**src/rtl/seq_mul.sv**
```systemverilog
// ----------------------------------------------------------------------------
// seq_mul -- sequential shift-and-add multiplier.
//
// Handles one multiplier bit per clock, so every multiply spends exactly
// WIDTH cycles in RUN whatever the operand values are. The FSM goes
// IDLE -> RUN -> DONE -> IDLE.
//
// Handshake: a start seen in IDLE at a rising edge is accepted, and a/b are
// captured on that same edge. busy is high for the WIDTH RUN cycles. done
// pulses for one cycle (the DONE state), and that is the cycle in which
// product first shows the new result. A start seen in RUN or DONE is
// ignored. There is no backpressure.
//
// Compile-time option:
//   SEQ_MUL_SIGNED_EN  When defined, a and b are two's-complement and product
//                      is the signed 2*WIDTH result. When undefined, the
//                      multiply is unsigned.
//
// Ports:
//   clk      in   1          clock; every state change is on the rising edge
//   rst      in   1          synchronous, active-high reset
//   start    in   1          request to begin a multiply
//   a        in   WIDTH      multiplicand (sampled only on an accepted start)
//   b        in   WIDTH      multiplier   (sampled only on an accepted start)
//   busy     out  1          high while in RUN
//   done     out  1          one-cycle pulse when product has been updated
//   product  out  2*WIDTH    result of the last completed multiply
// ----------------------------------------------------------------------------
module seq_mul #(
    parameter int WIDTH = 8
) (
    input  logic               clk,
    input  logic               rst,
    input  logic               start,
    input  logic [WIDTH-1:0]   a,
    input  logic [WIDTH-1:0]   b,
    output logic               busy,
    output logic               done,
    output logic [2*WIDTH-1:0] product
);

    localparam int CW = $clog2(WIDTH);

    typedef enum logic [1:0] {
        IDLE = 2'd0,
        RUN  = 2'd1,
        DONE = 2'd2
    } state_t;

    state_t state, state_next;

    logic [WIDTH-1:0]   mcand;
    logic [WIDTH-1:0]   mplier;
    logic [CW-1:0]      cnt;
    logic [2*WIDTH-1:0] acc;
    logic [2*WIDTH-1:0] partial;
    logic [2*WIDTH-1:0] sum;
    logic               last;
    logic [WIDTH-1:0]   a_op;
    logic [WIDTH-1:0]   b_op;

`ifdef SEQ_MUL_SIGNED_EN
    // Multiply the magnitudes and fix the sign at the end. -2^(WIDTH-1) has
    // magnitude 2^(WIDTH-1), which still fits in WIDTH unsigned bits.
    logic neg;
    assign a_op = a[WIDTH-1] ? (~a + WIDTH'(1)) : a;
    assign b_op = b[WIDTH-1] ? (~b + WIDTH'(1)) : b;
`else
    assign a_op = a;
    assign b_op = b;
`endif

    // The partial product is the multiplicand shifted left by the bit index
    // and added at full 2*WIDTH width, so no carry is ever lost.
    assign partial = mplier[cnt] ? ({{WIDTH{1'b0}}, mcand} << cnt) : '0;
    assign sum     = acc + partial;
    assign last    = (cnt == CW'(WIDTH - 1));

    // State register
    always_ff @(posedge clk) begin
        if (rst) state <= IDLE;
        else     state <= state_next;
    end

    // Next state and outputs
    always_comb begin
        state_next = state;
        busy       = 1'b0;
        done       = 1'b0;
        case (state)
            IDLE: if (start) state_next = RUN;
            RUN: begin
                busy = 1'b1;
                if (last) state_next = DONE;
            end
            DONE: begin
                done       = 1'b1;
                state_next = IDLE;
            end
            default: state_next = IDLE;
        endcase
    end

    // Datapath
    always_ff @(posedge clk) begin
        if (rst) begin
            mcand   <= '0;
            mplier  <= '0;
            cnt     <= '0;
            acc     <= '0;
            product <= '0;
`ifdef SEQ_MUL_SIGNED_EN
            neg     <= 1'b0;
`endif
        end else begin
            case (state)
                IDLE: begin
                    if (start) begin
                        mcand  <= a_op;
                        mplier <= b_op;
                        acc    <= '0;
                        cnt    <= '0;
`ifdef SEQ_MUL_SIGNED_EN
                        neg    <= a[WIDTH-1] ^ b[WIDTH-1];
`endif
                    end
                end
                RUN: begin
                    acc <= sum;
                    cnt <= cnt + CW'(1);
                    // The result goes to product on the same edge that enters
                    // DONE, so the sign fix costs no extra cycle.
                    if (last) begin
`ifdef SEQ_MUL_SIGNED_EN
                        product <= neg ? (~sum + (2*WIDTH)'(1)) : sum;
`else
                        product <= sum;
`endif
                    end
                end
                default: ;
            endcase
        end
    end

endmodule

```
**config.mk**
```make
export PLATFORM = sky130hd
export DESIGN_NAME = seq_mul
export DESIGN_NICKNAME = d
export VERILOG_FILES = /design/src/rtl/seq_mul.sv
export SDC_FILE = /design/constraint.sdc
export NUM_CORES = 1
export LEC_CHECK = 0
export CAP_MARGIN = 15
export CORE_UTILIZATION = 30
export DETAILED_ROUTE_END_ITERATION = 7
export PLACE_DENSITY = 0.59
export SLEW_MARGIN = 20
export SYNTH_ARGS = -nofsm -noshare
export SYNTH_HDL_FRONTEND = slang
export SYNTH_SLANG_ARGS = --single-unit
```
**constraint.sdc**
```tcl
create_clock -name clk -period 3.45 [get_ports clk]
set_input_delay 0.69 -clock clk [delete_from_list [all_inputs] [get_ports clk]]
set_output_delay 0.69 -clock clk [all_outputs]
set_load 0.05 [all_outputs]
```
==> out/results.ini <==
[yosys]
synth_area_leader_cell = dfxtp_1
yosysSeqAreaShare_pct = 35.7
syn_nets = 409
synth_area_per_cell_um2 = 8.00
synth-seq-cells = 53
ys_warn_count = 0
synth-edff-count = 0
synth_area_mm2 = 0.00298
ys_async_sr_fraction_pct = 0
ys.flop_type = dfxtp_1
synth_top_area_share_pct = 35.7
synth_cell_types = 46
ys_top_cells_by_area = dfxtp_1 36%, nand2_1 9.0%, a21oi_1 8.1%, ha_1 7.1%, nor2_1 5.0%
netlist_instances = 372

[cts]
post_cts_buffers = 0
clockBufferDepth = 2
path_clk_slew_ns = 0.10
numCtsBuffers = 5
numClockSinks = 53
cts_tree = built
root_buffer = clkbuf_8
htree_levels = 2
insertion_delay_ns = 0.32

[global_route]
overflow = 0
grt_max_degree = 29
grt_pass1_vias = 2328
grt_pass1_wl_um = 11300
antenna_found_initial = 0
grtUsageTotal_pct = 13.8

[power_and_ir_drop]
p_leak_nw = 1.39
p_seq_share_pct = 52.9
power.share.switching_pct = 25.2
p_per_area_mw_per_mm2 = 336
p_total_mw = 1.20
power_frac_clock_pct = 36.1
internal-power_mw = 0.901
ir_worst_vdd_mv = 0.147
p_comb_share_pct = 11.0
p_sw_mw = 0.304

[layout]
num-fill-cells = 979
multi_input_area_mm2 = 0.00181
seqCellArea_mm2 = 0.00106
antenna_cells = 0
final_nets = 437
drive_gt1_share_pct = 8.23
area_growth_pct = 20.7

[sta]
finalCriticalPeriod_ns = 3.18
timing.setup.tns_ns = 0
clock_skew_ns = 0.00788
drv_slew = 0
hold_viol = 0
worst_slew_pin_slew_ns = 0.837
slew_headroom_pct = 44.1
worst_slack_ns = 0.272
finalSetupViolations = 0
rsz0062_at_grt = false
fin_crit_sh_pct = 92.1
fmax_ghz = 0.315

[route]
detail-route-antenna-nets = 0
dr.pass1.iters = 5
finalWirelength_um = 6800
via_per_inst = 4.92
drc_errors = 0
drtIter0Drc = 85
wl_per_cell_um = 12.8
vias = 2609

[setup_path]
r2r_end = acc[13]
crit_buf_inv = 0
worstSetupStartpointType = flip-flop
cp.arrival_ns = 3.39
crit_start = cnt[0]
crit_slowest_cell = mux4_2
crit_required_ns = 3.66
path_class = reg -> reg
reg2reg_slack_ns = 0.27
crit_end = acc[13]
rr_startpoint = cnt[0]
cp.depth = 11
path_cells = mux4_2 > nand2_1 > and2_2 > a21oi_1 > ha_1 > a21o_1 > a31o_2 > o211ai_1 > a21boi_1 > or3_1 > a32o_1
slowest_delay_ns = 0.50
worstSetupEndpointType = flip-flop
rr_worst_depth = 11
crit_family = compound AO/OA/AOI/OAI gates
critPathMaxFanout = 7

[placed_design]
dp_hpwl_um = 5070
place_congestion = 0.876
port_buffers = 36
pre_cts_ws_ns = 0.206

[flow_run]
max_cap_violations = 0

[die]
die_y_um = 102
die_w_um = 102
io-pin-count = 37
die-area_mm2 = 0.0103
rows = 35
core_mm2 = 0.00942
initial_core_util_pct = 31.6

[worst_hold_path]
hold_class = reg -> reg

[outcome]
outcome = complete, no violations

==> cell families after synthesis <==
| kind of cell | after synthesis | share of synthesized area [%] |
|---|---|---|
| fa+ha+maj | 18 | 7.82 |
| simple gates | 152 | 22.9 |
| buf+inv | 27 | 3.53 |
| xor+xnor | 11 | 3.24 |
| flops | 53 | 35.7 |
| mux | 11 | 4.67 |
| compound gates | 100 | 22.2 |
==> stage by stage <==
step	cell area (um2)	std cells	util [%]	hold WS, ns
floorplan	2980	372	-	0.433
global placement	3470	522	36.9	0.444
detailed placement	3470	522	36.9	0.445
CTS	3590	530	38.1	0.459
global route	3590	530	38.1	0.472
finish	3590	530	38.1	0.459
==> power by group through the flow <==
stage	registers, mW	clock network (mW)	logic, mW
2_1_floorplan	0.646	0	0.0891
3_3_place_gp	0.651	0	0.130
3_5_place_dp	0.651	0	0.132
4_1_cts	0.637	0.452	0.132
5_1_grt	0.640	0.475	0.147
6_report	0.637	0.435	0.133
==> state kept, by name, summed over array words and instances, names as in the netlist <==
signal and flops:
mcand 8, cnt 3, product 16, acc 16, state 2, mplier 8
==> layout make-up <==
class / instances / share of cell area [%]
well taps: 129 / 4.49
flip-flops and latches: 53 / 29.6
multi-input cells: 292 / 50.5
repair buffers: 45 / 11.9
inverters: 3 / 0.314
clock buffers: 5 / 1.92
clock inverters: 3 / 1.29
==> worst min path at each step <==
stage	startpoint	endpoint	slack (ns)	cells past startpoint
finish	product[12]	product[12]	0.46	2
global route	product[10]	product[10]	0.47	2
CTS	product[12]	product[12]	0.46	2
detailed placement	product[12]	product[12]	0.45	2
global placement	product[12]	product[12]	0.44	2
floorplan	mplier[2]	mplier[2]	0.43	2
==> cell usage in the layout (no fill, tap or decap), drive strengths merged, types with 6 or more instances in the layout <==
master and count:
buf 9, nand2 71, ha 17, a21o 8
o21ai 8, clkdlybuf4s50 36, a22o 7, xnor2 9
dfxtp 53, a22oi 9, nor2b 7, mux2i 6
a21oi 48, nor2 40
==> metal layers <==
layer,track usage (%),share of wire [%],up-vias
li1,-,-,1365
met1,18.6,49,1168
met2,22.2,45,62
met3,2.42,4.3,14
met4,4.79,2.0,0
met5,0,0,-
==> synthesized netlist by cell type (3+ instances only) <==
cell / number
nand2b_1: 5
nor3_1: 4
a22o_1: 7
nor2b_1: 7
mux2_2: 3
mux2i_1: 6
nor2_1: 40
and2_1: 5
inv_1: 3
and3_1: 4
o21ai_0: 6
a21o_1: 8
nand4b_1: 3
dfxtp_1: 53
clkbuf_1: 19
xnor2_1: 9
a22oi_1: 9
a211oi_1: 3
buf_2: 3
nand2_1: 71
nand3_1: 5
ha_1: 17
a21oi_1: 48
==> repair_timing <==
| item | in CTS | in global routing |
|---|---|---|
| hold buffers | 0 | 0 |
| resized for setup | 0 | 3 |
| setup endpoints to repair | 0 | 6 |
==> worst min-delay path, stage by stage (launching register included) <==
cell and delay [ns]:
dfxtp_1 0.32, nand2_1 0.05, a21oi_1 0.05
(Power assumes the default switching activity.)
